**src/rtl/midi_pkg.sv**
```systemverilog
// Shared definitions for the MIDI receive peripheral: register map, status
// byte classes, parsed-message layout and the serial PHY state encoding.
package midi_pkg;

  localparam logic [1:0] ADR_MSG  = 2'd0;
  localparam logic [1:0] ADR_STAT = 2'd1;
  localparam logic [1:0] ADR_CTRL = 2'd2;

  localparam int STAT_NE      = 0;
  localparam int STAT_OVR     = 1;
  localparam int STAT_FERR    = 2;
  localparam int STAT_CNT_LSB = 4;

  localparam int CTRL_IRQ_EN = 0;
  localparam int CTRL_RX_EN  = 1;

  localparam logic [7:0] CH_LO = 8'h80;
  localparam logic [7:0] CH_HI = 8'hEF;
  localparam logic [7:0] SC_LO = 8'hF0;
  localparam logic [7:0] SC_HI = 8'hF7;
  localparam logic [7:0] RT_LO = 8'hF8;

  localparam int MSG_VALID_BIT = 31;
  localparam int MSG_LEN_LSB   = 24;

  typedef enum logic [1:0] {S_IDLE, S_START, S_DATA, S_STOP} phy_state_e;

  typedef struct packed {
    logic [1:0] len;
    logic [7:0] status;
    logic [7:0] d1;
    logic [7:0] d2;
  } msg_t;

  // Data bytes that follow a status byte; only channel messages carry any.
  function automatic logic [1:0] data_len(input logic [7:0] st);
    logic [1:0] n;
    n = 2'd0;
    if (st >= CH_LO && st <= CH_HI) begin
      n = (st[7:4] == 4'hC || st[7:4] == 4'hD) ? 2'd1 : 2'd2;
    end
    return n;
  endfunction

  function automatic logic [31:0] msg_word(input msg_t m);
    logic [31:0] w;
    w = '0;
    w[MSG_VALID_BIT] = 1'b1;
    w[MSG_LEN_LSB +: 2] = m.len;
    w[23:0] = {m.status, m.d1, m.d2};
    return w;
  endfunction

endpackage

```
**src/rtl/wb_midi_rx_if.sv**
```systemverilog
// Wishbone classic slave bundle for the MIDI receive peripheral.
interface wb_midi_rx_if;
  logic [31:0] wb_adr_i;
  logic [31:0] wb_dat_i;
  logic [31:0] wb_dat_o;
  logic [3:0]  wb_sel_i;
  logic        wb_stb_i;
  logic        wb_cyc_i;
  logic        wb_we_i;
  logic        wb_ack_o;

  modport slave (
    input  wb_adr_i, wb_dat_i, wb_sel_i, wb_stb_i, wb_cyc_i, wb_we_i,
    output wb_dat_o, wb_ack_o
  );

  modport master (
    output wb_adr_i, wb_dat_i, wb_sel_i, wb_stb_i, wb_cyc_i, wb_we_i,
    input  wb_dat_o, wb_ack_o
  );
endinterface

```
**src/rtl/midi_rx_phy.sv**
```systemverilog
// MIDI serial deserialiser: 2-FF synchroniser, start/data/stop bit FSM
// with mid-bit sampling, byte strobe and framing-error strobe.
module midi_rx_phy
  import midi_pkg::*;
#(
  parameter int BIT_CYC = 3200
) (
  input  logic       clk,
  input  logic       rst,
  input  logic       rxd_i,
  input  logic       rx_en_i,
  output logic [7:0] byte_o,
  output logic       byte_stb_o,
  output logic       ferr_stb_o
);

  localparam int CW = (BIT_CYC > 2) ? $clog2(BIT_CYC) : 1;
  localparam logic [CW-1:0] HALF_LD = CW'(BIT_CYC / 2 - 1);
  localparam logic [CW-1:0] FULL_LD = CW'(BIT_CYC - 1);

  logic [1:0]    sync_q;
  logic          prev_q, prev_d;
  phy_state_e    state_q, state_d;
  logic [CW-1:0] cnt_q, cnt_d;
  logic [2:0]    bit_q, bit_d;
  logic [7:0]    sh_q, sh_d;
  logic          stb_q, stb_d;
  logic          ferr_q, ferr_d;
  logic          rxd_s, tick;

  assign rxd_s = sync_q[1];
  assign tick  = (cnt_q == '0);

  always_comb begin
    prev_d  = rxd_s;
    state_d = state_q;
    cnt_d   = cnt_q;
    bit_d   = bit_q;
    sh_d    = sh_q;
    stb_d   = 1'b0;
    ferr_d  = 1'b0;
    case (state_q)
      S_IDLE: begin
        if (rx_en_i && prev_q && !rxd_s) begin
          state_d = S_START;
          cnt_d   = HALF_LD;
        end
      end
      S_START: begin
        if (!tick) cnt_d = cnt_q - CW'(1);
        else if (rxd_s) state_d = S_IDLE;
        else begin
          state_d = S_DATA;
          cnt_d   = FULL_LD;
          bit_d   = 3'd0;
        end
      end
      S_DATA: begin
        if (!tick) cnt_d = cnt_q - CW'(1);
        else begin
          sh_d  = {rxd_s, sh_q[7:1]};
          cnt_d = FULL_LD;
          bit_d = bit_q + 3'd1;
          if (bit_q == 3'd7) state_d = S_STOP;
        end
      end
      S_STOP: begin
        if (!tick) cnt_d = cnt_q - CW'(1);
        else begin
          state_d = S_IDLE;
          stb_d   = rxd_s;
          ferr_d  = !rxd_s;
        end
      end
      default: state_d = S_IDLE;
    endcase
  end

  // Synchroniser and edge history clear to low so a line still held low
  // after reset cannot masquerade as a falling edge.
  always_ff @(posedge clk) begin
    if (!rst) begin
      sync_q  <= 2'b00;
      prev_q  <= 1'b0;
      state_q <= S_IDLE;
      cnt_q   <= '0;
      bit_q   <= 3'd0;
      sh_q    <= 8'd0;
      stb_q   <= 1'b0;
      ferr_q  <= 1'b0;
    end else begin
      sync_q  <= {sync_q[0], rxd_i};
      prev_q  <= prev_d;
      state_q <= state_d;
      cnt_q   <= cnt_d;
      bit_q   <= bit_d;
      sh_q    <= sh_d;
      stb_q   <= stb_d;
      ferr_q  <= ferr_d;
    end
  end

  assign byte_o     = sh_q;
  assign byte_stb_o = stb_q;
  assign ferr_stb_o = ferr_q;

endmodule

```
**src/rtl/wb_midi_rx.sv**
```systemverilog
// MIDI input peripheral: serial PHY, running-status message parser,
// small message FIFO and Wishbone register file with level interrupt.
module wb_midi_rx
  import midi_pkg::*;
#(
  parameter int clk_freq = 100000000,
  parameter int baud     = 31250,
  parameter int fifo_aw  = 2
) (
  input  logic         clk,
  input  logic         rst,
  wb_midi_rx_if.slave  wb,
  input  logic         midi_rxd,
  output logic         irq
);

  localparam int BIT_CYC = clk_freq / baud;
  localparam int DEPTH   = 1 << fifo_aw;
  localparam int CNTW    = fifo_aw + 1;

  logic [7:0] rx_byte;
  logic       byte_stb, ferr_stb;

  logic              ack_q, ack_d;
  logic [31:0]       dat_q, dat_d;
  logic              irq_q, irq_d;
  logic              irq_en_q, irq_en_d;
  logic              rx_en_q, rx_en_d;
  logic              ovr_q, ovr_d;
  logic              ferr_q, ferr_d;
  logic [7:0]        run_q, run_d;
  logic [1:0]        need_q, need_d;
  logic              idx_q, idx_d;
  logic [7:0]        d1_q, d1_d;
  logic [fifo_aw-1:0] wp_q, wp_d, rp_q, rp_d;
  logic [CNTW-1:0]   cnt_q, cnt_d;
  msg_t              mem_q [DEPTH];

  msg_t        push_msg;
  logic        push, pop, wr, nonempty, full, access;
  logic [31:0] stat_w, ctrl_w;
  logic        unused_ok;

  midi_rx_phy #(.BIT_CYC(BIT_CYC)) u_phy (
    .clk        (clk),
    .rst        (rst),
    .rxd_i      (midi_rxd),
    .rx_en_i    (rx_en_q),
    .byte_o     (rx_byte),
    .byte_stb_o (byte_stb),
    .ferr_stb_o (ferr_stb)
  );

  assign nonempty = (cnt_q != '0);
  assign full     = (cnt_q == CNTW'(DEPTH));
  assign access   = wb.wb_stb_i & wb.wb_cyc_i & ~ack_q;
  assign unused_ok = ^{wb.wb_sel_i, wb.wb_adr_i[31:4], wb.wb_adr_i[1:0], wb.wb_dat_i[31:3]};

  always_comb begin
    stat_w = '0;
    stat_w[STAT_NE]   = nonempty;
    stat_w[STAT_OVR]  = ovr_q;
    stat_w[STAT_FERR] = ferr_q;
    stat_w[STAT_CNT_LSB +: CNTW] = cnt_q;
    ctrl_w = '0;
    ctrl_w[CTRL_IRQ_EN] = irq_en_q;
    ctrl_w[CTRL_RX_EN]  = rx_en_q;
  end

  // Parser: realtime bytes bypass the running-status context entirely.
  always_comb begin
    push     = 1'b0;
    push_msg = '0;
    run_d    = run_q;
    need_d   = need_q;
    idx_d    = idx_q;
    d1_d     = d1_q;
    if (byte_stb) begin
      if (rx_byte >= RT_LO) begin
        push            = 1'b1;
        push_msg.len    = 2'd1;
        push_msg.status = rx_byte;
      end else if (rx_byte >= SC_LO) begin
        run_d = 8'd0;
        idx_d = 1'b0;
      end else if (rx_byte[7]) begin
        run_d  = rx_byte;
        need_d = data_len(rx_byte);
        idx_d  = 1'b0;
      end else if (run_q != 8'd0) begin
        if (!idx_q && need_q == 2'd2) begin
          d1_d  = rx_byte;
          idx_d = 1'b1;
        end else begin
          push            = 1'b1;
          push_msg.len    = need_q + 2'd1;
          push_msg.status = run_q;
          push_msg.d1     = (need_q == 2'd1) ? rx_byte : d1_q;
          push_msg.d2     = (need_q == 2'd1) ? 8'd0 : rx_byte;
          idx_d           = 1'b0;
        end
      end
    end
  end

  always_comb begin
    ack_d    = access;
    dat_d    = '0;
    pop      = 1'b0;
    irq_en_d = irq_en_q;
    rx_en_d  = rx_en_q;
    ovr_d    = ovr_q;
    ferr_d   = ferr_q;
    if (access && !wb.wb_we_i) begin
      case (wb.wb_adr_i[3:2])
        ADR_MSG: begin
          if (nonempty) begin
            dat_d = msg_word(mem_q[rp_q]);
            pop   = 1'b1;
          end
        end
        ADR_STAT: dat_d = stat_w;
        ADR_CTRL: dat_d = ctrl_w;
        default:  dat_d = '0;
      endcase
    end
    if (access && wb.wb_we_i) begin
      case (wb.wb_adr_i[3:2])
        ADR_STAT: begin
          if (wb.wb_dat_i[STAT_OVR])  ovr_d  = 1'b0;
          if (wb.wb_dat_i[STAT_FERR]) ferr_d = 1'b0;
        end
        ADR_CTRL: begin
          irq_en_d = wb.wb_dat_i[CTRL_IRQ_EN];
          rx_en_d  = wb.wb_dat_i[CTRL_RX_EN];
        end
        default: ;
      endcase
    end
    if (ferr_stb) ferr_d = 1'b1;
    // A pop in the same cycle frees the slot, so a push into a full FIFO still lands.
    wr = push & (~full | pop);
    if (push && !wr) ovr_d = 1'b1;
    wp_d = wr  ? wp_q + fifo_aw'(1) : wp_q;
    rp_d = pop ? rp_q + fifo_aw'(1) : rp_q;
    case ({wr, pop})
      2'b10:   cnt_d = cnt_q + CNTW'(1);
      2'b01:   cnt_d = cnt_q - CNTW'(1);
      default: cnt_d = cnt_q;
    endcase
    irq_d = irq_en_q & nonempty;
  end

  always_ff @(posedge clk) begin
    if (wr) mem_q[wp_q] <= push_msg;
  end

  always_ff @(posedge clk) begin
    if (!rst) begin
      ack_q    <= 1'b0;
      dat_q    <= '0;
      irq_q    <= 1'b0;
      irq_en_q <= 1'b0;
      rx_en_q  <= 1'b1;
      ovr_q    <= 1'b0;
      ferr_q   <= 1'b0;
      run_q    <= 8'd0;
      need_q   <= 2'd0;
      idx_q    <= 1'b0;
      d1_q     <= 8'd0;
      wp_q     <= '0;
      rp_q     <= '0;
      cnt_q    <= '0;
    end else begin
      ack_q    <= ack_d;
      dat_q    <= dat_d;
      irq_q    <= irq_d;
      irq_en_q <= irq_en_d;
      rx_en_q  <= rx_en_d;
      ovr_q    <= ovr_d;
      ferr_q   <= ferr_d;
      run_q    <= run_d;
      need_q   <= need_d;
      idx_q    <= idx_d;
      d1_q     <= d1_d;
      wp_q     <= wp_d;
      rp_q     <= rp_d;
      cnt_q    <= cnt_d;
    end
  end

  assign wb.wb_ack_o = ack_q;
  assign wb.wb_dat_o = dat_q;
  assign irq         = irq_q;

endmodule

```
**src/flat_wrapper.sv**
```systemverilog
// flat-port wrapper written by rule: the top's interface ports become plain ports
module wb_midi_rx_flat import midi_pkg::*;
#(
  parameter int clk_freq = 100000000,
  parameter int baud     = 31250,
  parameter int fifo_aw  = 2
)
  (clk, rst, midi_rxd, irq, wb_wb_adr_i, wb_wb_dat_i, wb_wb_sel_i, wb_wb_stb_i, wb_wb_cyc_i, wb_wb_we_i, wb_wb_dat_o, wb_wb_ack_o);
  wb_midi_rx_if wb_i ();
  input  logic clk;
  input  logic rst;
  input  logic midi_rxd;
  output logic irq;
  input wire logic [$bits(wb_i.wb_adr_i)-1:0] wb_wb_adr_i;
  input wire logic [$bits(wb_i.wb_dat_i)-1:0] wb_wb_dat_i;
  input wire logic [$bits(wb_i.wb_sel_i)-1:0] wb_wb_sel_i;
  input wire logic [$bits(wb_i.wb_stb_i)-1:0] wb_wb_stb_i;
  input wire logic [$bits(wb_i.wb_cyc_i)-1:0] wb_wb_cyc_i;
  input wire logic [$bits(wb_i.wb_we_i)-1:0] wb_wb_we_i;
  output wire logic [$bits(wb_i.wb_dat_o)-1:0] wb_wb_dat_o;
  output wire logic [$bits(wb_i.wb_ack_o)-1:0] wb_wb_ack_o;
  assign wb_i.wb_adr_i = wb_wb_adr_i;
  assign wb_i.wb_dat_i = wb_wb_dat_i;
  assign wb_i.wb_sel_i = wb_wb_sel_i;
  assign wb_i.wb_stb_i = wb_wb_stb_i;
  assign wb_i.wb_cyc_i = wb_wb_cyc_i;
  assign wb_i.wb_we_i = wb_wb_we_i;
  assign wb_wb_dat_o = wb_i.wb_dat_o;
  assign wb_wb_ack_o = wb_i.wb_ack_o;
  wb_midi_rx #(.clk_freq(clk_freq), .baud(baud), .fifo_aw(fifo_aw)) u_core (.clk(clk), .rst(rst), .wb(wb_i), .midi_rxd(midi_rxd), .irq(irq));
endmodule
```
**config.mk**
```make
export PLATFORM = sky130hd
export DESIGN_NAME = wb_midi_rx_flat
export DESIGN_NICKNAME = d
export VERILOG_FILES = /design/src/rtl/midi_pkg.sv /design/src/rtl/wb_midi_rx_if.sv /design/src/rtl/midi_rx_phy.sv /design/src/rtl/wb_midi_rx.sv /design/src/flat_wrapper.sv
export SDC_FILE = /design/constraint.sdc
export NUM_CORES = 1
export LEC_CHECK = 0
export CORE_AREA = 8 8 113 218
export DETAILED_ROUTE_END_ITERATION = 7
export DIE_AREA = 0 0 121 226
export SYNTH_ARGS = -nofsm -noshare
export SYNTH_HDL_FRONTEND = slang
export SYNTH_SLANG_ARGS = --single-unit
```
**constraint.sdc**
```tcl
create_clock -name clk -period 2.5 [get_ports clk]
set_input_delay 0.5 -clock clk [delete_from_list [all_inputs] [get_ports clk]]
set_output_delay 0.5 -clock clk [all_outputs]
set_load 0.05 [all_outputs]
```
**After elaboration in Yosys (flattened, before gate mapping)**

Memories as Yosys holds them, arrays and structs flattened. A register that Yosys moved wholly into a read port is not among the register bits.
Cells that the tools add are included.

- Bits in writable memories: 104
- Memories: 1
- Bits in registers: 93
- Input port bits: 74

Memory list:

| name | words | bits a word | rd ports | clocked after memory_dff | wr ports | line | source |
|---|---|---|---|---|---|---|---|
| u_core.mem_q | 4 | 26 | 1 | 1 | 1 | wb_midi_rx.sv:37 | `msg_t mem_q [DEPTH];` |

- Reductions and logical operators: 40
- Mux-type cells: 58
- Equal/unequal tests: 21
- Add/sub/neg operators: 7
- Order comparisons: 4
- Bitwise gates (word level): 10

Operators with widths:

| cell | number |
|---|---|
| 26-bit 2-to-1 mux | 5 |
| 32-bit case mux with 3 select lines | 1 |
| 12-bit 2-to-1 mux | 5 |
| 12-bit case mux with 4 select lines | 1 |
| 32-bit 2-to-1 mux | 1 |
| 8-bit >= comparator (second input constant) | 3 |
| 1-bit 2-to-1 mux | 23 |
| 2-bit 2-to-1 mux | 10 |
| 3-bit AND reduction | 6 |
| 2-bit nonzero test | 9 |
| 16-bit 2-to-1 mux | 1 |
| 8-bit 2-to-1 mux | 2 |
| 7-bit 2-to-1 mux | 2 |
| 2-bit inequality test (second input constant) | 7 |
| 12-bit logical NOT | 1 |
| 3-bit case mux with 2 select lines | 2 |
| 12-bit by 1-bit subtractor with 12-bit output (second input constant) | 1 |
| 2-bit equality test (second input constant) | 5 |
| 10-bit 2-to-1 mux | 1 |
| 3-bit 2-to-1 mux | 3 |
| 2-bit by 1-bit equality test with 1-bit output (second input constant) | 4 |
| 4-bit equality test (second input constant) | 2 |
| 8-bit <= comparator (second input constant) | 1 |
| 2-bit case mux with 4 select lines | 1 |
| other kinds (18) | 43 |

**Logic depth before layout (Yosys ltp)**

- Word-level depth: 13
- Depth in mapped cells: 9
- Depth with buffers taken out: 7

**Cells and area by module**

From an unflattened synthesis, not the netlist that was laid out.

- Cell total of the unflattened synthesis: 609
- Area total of the unflattened synthesis: 7706.1 µm²

By module, submodules not included:

| module | area each (µm²) | sequential area each (µm²) | instances | cells an instance |
|---|---|---|---|---|
| wb_midi_rx | 6097.1 | 4043.9 | 1 | 415 |
| midi_rx_phy | 1609.0 | 600.6 | 1 | 194 |

**Worst setup path after synthesis**

No wires, ideal clock.

- Path type: reg2reg
- From: reg u_core.ack_q, in the netlist u_core.wb.wb_ack_o
- To: mem u_core.mem_q[1][0] in the netlist's numbering (enable)
- Setup time: 383 ps
- Data arrival time: 2206 ps
- Data required time: 2117 ps
- Slack: -89 ps
- Cell stages (with the launch flop): 6
- Period minus slack after synthesis: 2589 ps
- Cell sequence: dfxtp_1 and3b_1 and4_1 clkbuf_1 a2bb2oi_1 and2_1

- Word-level cells in the longest chain between the ends: 8

Ends and longest elaborated chain:

| item | line | source |
|---|---|---|
| start: declaration | wb_midi_rx.sv:24 | `logic ack_q, ack_d;` |
| start signal: assignment | wb_midi_rx.sv:175 | `ack_q <= ack_d;` |
| 1-bit NOT | wb_midi_rx.sv:56 | `assign access = wb.wb_stb_i & wb.wb_cyc_i & ~ack_q;` |
| 1-bit AND | wb_midi_rx.sv:56 |  |
| 1-bit logical AND | wb_midi_rx.sv:114 | `if (access && !wb.wb_we_i) begin` |
| 1-bit 2-to-1 mux | wb_midi_rx.sv:114 |  |
| 1-bit bitwise OR | wb_midi_rx.sv:142 | `wr = push & (~full \| pop);` |
| 1-bit AND | wb_midi_rx.sv:142 |  |
| 1-bit 2-to-1 mux | wb_midi_rx.sv:155 | `if (wr) mem_q[wp_q] <= push_msg;` |
| 1-bit 2-to-1 mux (not written as such) | wb_midi_rx.sv:155 |  |
| end: declaration | wb_midi_rx.sv:37 |  |

No other way between the ends.

**Worst setup path after layout**

- From: reg u_core.u_phy.cnt_q[1]
- To: reg u_core.u_phy.cnt_q[9]

- Word-level cells in the longest chain between the ends: 3

Ends and longest elaborated chain:

| item | line | source |
|---|---|---|
| start: declaration | midi_rx_phy.sv:24 | `logic [CW-1:0] cnt_q, cnt_d;` |
| start signal: assignment | midi_rx_phy.sv:95 | `cnt_q <= cnt_d;` |
| 12-bit by 1-bit subtractor with 12-bit output / 12-bit logical NOT (equally long branches) | n/a |  |
| 12-bit 2-to-1 mux (tied with other cells) | midi_rx_phy.sv:68 | `if (!tick) cnt_d = cnt_q - CW'(1);` |
| 12-bit case mux with 4 select lines / 3-bit AND reduction (equally long branches) | n/a |  |

Several ways; a longest one is shown, not always the timed one. The select of a mux whose other input is x is not followed.
A chain may end at the register's enable or synchronous reset.

==> flow_summary.ini <==
[cells_and_area]
fin_cells = 957
drive_gt1_share_pct = 16.6
diodes = 0
fin_nets = 755
final_cell_mix = edfxtp_1 (96), dfxtp_1 (88), nor2_1 (56)
area_delta_synth_final_pct = 21.4
layout_commonest_cell = edfxtp_1

[global_routing]
use_met3_pct = 2.75
use_met2_pct = 19.5
grt.total_usage_pct = 11.6
antenna_found_initial = 0
grt_pass1_wl_um = 25000
grt_overflow = 0
grt_pass1_vias = 4771
grt.busiest_layer = met2
grt_use_met1_pct = 14.0
grt_max_degree = 36

[synth]
synth_compound_area_share_pct = 9.08
ys_ff_latch = 184
yosys_warnings = 0
synthXorXnorAreaFrac_pct = 0.469
yosys_most_used_dff = edfxtp_1
ys_types = 61
avgSynthCellArea_um2 = 12.5
synthSimpleGateAreaFrac_pct = 13.8
synth-async-reset-ratio_pct = 0
synthAdderAreaFrac_pct = 2.28
synth_cells = 599
yosysSeqAreaShare_pct = 62.2
synth_area_um2 = 7470
synthMuxAreaShare_pct = 8.98
synth_edf_count = 96
synth_top_family_by_area = simple AND/OR/NAND/NOR gates

[floorplan]
io_pins = 108
initial_core_util_pct = 34.2
rows = 77
coreArea_um2 = 21900
dieArea_um2 = 27300
die_w_um = 121
die_h_um = 226

[placement]
post-dp-hpwl_um = 10500
routabilityCongestion = 0.838
dp.cells = 923
portBuffers = 37

[clocking]
clkSlewWorstSetupHoldPaths_ns = 0.07
clock-sinks = 184
clk_latency_ns = 0.42
cts_htree_levels = 4
cts_buffers = 17
cts_tree = yes
cts_buffer_depth = 2
cts_root_buf = clkbuf_16
postCtsHoldBufs = 0

[setup_path]
rr_worst_depth = 7
end_kind = flop
worstReg2RegEnd = u_core.u_phy.cnt_q[9]$_SDFFE_PN0P_
cpMaxStageDelayCell = or4_1
cp-start-kind = flop
path_class = flop to flop
crit_buf_inv = 2
critPathRequiredTime_ns = 2.81
timing.reg2reg.setup_slack_ns = 0.1
worstPathArrival_ns = 2.72
critical_path.max_stage_delay_ns = 0.51
cp_top_family = simple AND/OR/NAND/NOR gates
worst-path-max-fanout = 9
rr_startpoint = u_core.u_phy.cnt_q[1]$_SDFFE_PN0P_
critical_path.cell_chain = inv_1, ha_4, or4b_4, or4_1, buf_4, o21a_4, a32o_1

[run]
max-cap-violations = 0

[min_path]
whs_path_depth = 1
min_to = u_core.u_phy.sync_q[1]$_SDFF_PN0_
min_from = u_core.u_phy.sync_q[0]$_SDFF_PN0_
hold_class = flop to flop

[power_and_ir_drop]
p_comb_share_pct = 11.1
p_leak_nw = 3.24
power.switching_w = 0.00164
ir_worst_vdd_v = 0.000625
p_per_area_nw_per_um2 = 732
switching_share_pct = 24.7
p_int_w = 0.00500
pwr-share-clk_pct = 40.3
seq_power_share_pct = 48.6

[timing]
setup_viol = 0
period_share_pct = 96.1
tightest_slew_ns = 0.880
slew_viol_final = 0
holdWs_ns = 0.439
hold_viol_final = 0
grt_setup_unrepaired = false
relSlewSlack_pct = 41.0
fmax_mhz = 416
finalClockSkew_ns = 0.0116
period_minus_slack_ns = 2.40

[detailed_routing]
wirelength_um = 15300
routedWlPerCell_um = 16.0
drc = 0
drtAntennaViolNets = 0
dr_total_vias = 4860
drt_iter0_drc = 346
drt_pass1_iterations = 5
via_per_inst = 5.08

[status]
status = completed
sequential cells by signal (all words and copies together) (netlist names), 3 cells and up, named ones only:
signal               flops
u_core.u_phy.bit_q       3
u_core.u_phy.byte_o      8
u_core.cnt_q             3
u_core.mem_q            96
u_core.u_phy.cnt_q      12
u_core.wb.wb_dat_o      25
u_core.d1_q              7
u_core.run_q             8
area by class of cell:
class / instances / area, um2
timing repair buffer: 80 / 781
clock buffer: 21 / 482
clock inverter: 11 / 124
inverter: 16 / 60.1
fill: 2037 / 12800
tap: 276 / 345
multi-input combinational: 369 / 2640
sequential: 184 / 4640
metrics by stage:
stage | worst slack (ns) | setup TNS [ns] | area (um2) | utilization (%) | power, W
2_1_floorplan | 0.155 | 0 | 7500 | - | 0.00384
3_3_place_gp | -0.0849 | -2.91 | 8430 | 38.6 | 0.00399
3_5_place_dp | -0.124 | -2.59 | 8430 | 38.6 | 0.00399
4_1_cts | 0.0394 | 0 | 9040 | 41.3 | 0.00667
5_1_grt | 0.0149 | 0 | 9070 | 41.5 | 0.00691
6_report | 0.0973 | 0 | 9070 | 41.5 | 0.00664
cells in the mapped netlist (3+ instances only):
cell type	instances	area, um2
a211oi_1	5	37.5
edfxtp_1	96	2880
nor3_1	12	60.1
nand2_1	49	184
or2_2	3	18.8
nand3_1	14	70.1
dfxtp_1	88	1760
or3_1	4	25.0
nor2b_1	23	144
and2_1	10	62.6
a21oi_1	38	190
buf_2	4	20.0
buf_4	7	52.6
ha_1	12	150
and3_1	9	56.3
o21ai_0	11	55.1
nor2_1	56	210
o211ai_1	3	22.5
xnor2_1	3	26.3
inv_1	15	56.3
nor4_1	3	18.8
a31oi_1	5	31.3
or4_1	3	22.5
mux4_2	24	541
nand2b_1	6	37.5
buf_1	3	11.3
a22oi_1	16	120
mux2i_1	13	130
clkbuf_1	21	78.8
layer usage:
layer	share of wire (%)	vias to the layer above	routed length, um
met5	0	-	0
met4	1.6	0	249
met1	43	2415	6640
met3	4.1	22	635
li1	-	2318	-
met2	51	105	7800
worst max path at each step:
stage / startpoint / cells after the start / to
after floorplan: u_core.wb.wb_ack_o$_SDFF_PN0_ / 5 / u_core.mem_q[0][0]$_DFFE_PP_
after global placement: wb_wb_cyc_i / 8 / u_core.cnt_q[2]$_SDFFE_PN0P_
after detailed placement: wb_wb_cyc_i / 8 / u_core.cnt_q[2]$_SDFFE_PN0P_
after CTS: u_core.run_q[0]$_SDFFE_PN0P_ / 5 / u_core.mem_q[3][16]$_DFFE_PP_
after global routing: u_core.u_phy.cnt_q[1]$_SDFFE_PN0P_ / 8 / u_core.u_phy.cnt_q[9]$_SDFFE_PN0P_
final: u_core.u_phy.cnt_q[1]$_SDFFE_PN0P_ / 7 / u_core.u_phy.cnt_q[9]$_SDFFE_PN0P_
worst register-to-register path: cells and delay by family, from the launching register on:
family	cells	cell delay [ns]
flops	1	0.32
fa+ha+maj	1	0.16
simple gates	2	0.99
compound gates	2	0.52
buf+inv	2	0.30
cell families after synthesis:
kind of cell    after synthesis
compound gates              102
xor+xnor                      4
fa+ha+maj                    13
buf+inv                      52
flops                       184
mux                          37
other cells                   1
simple gates                206
power groups by stage:
stage	combinational (W)	sequential, W	clock, W
2_1_floorplan	0.000549	0.00330	0
3_3_place_gp	0.000698	0.00329	0
3_5_place_dp	0.000696	0.00330	0
4_1_cts	0.000700	0.00323	0.00275
5_1_grt	0.000812	0.00323	0.00286
6_report	0.000734	0.00323	0.00268
repair_timing:
| action | in CTS | in global routing |
|---|---|---|
| setup buffers | 0 | 2 |
| gates resized for setup | 0 | 4 |
| setup endpoints to repair | 0 | 39 |
(Power assumes the default switching activity.)
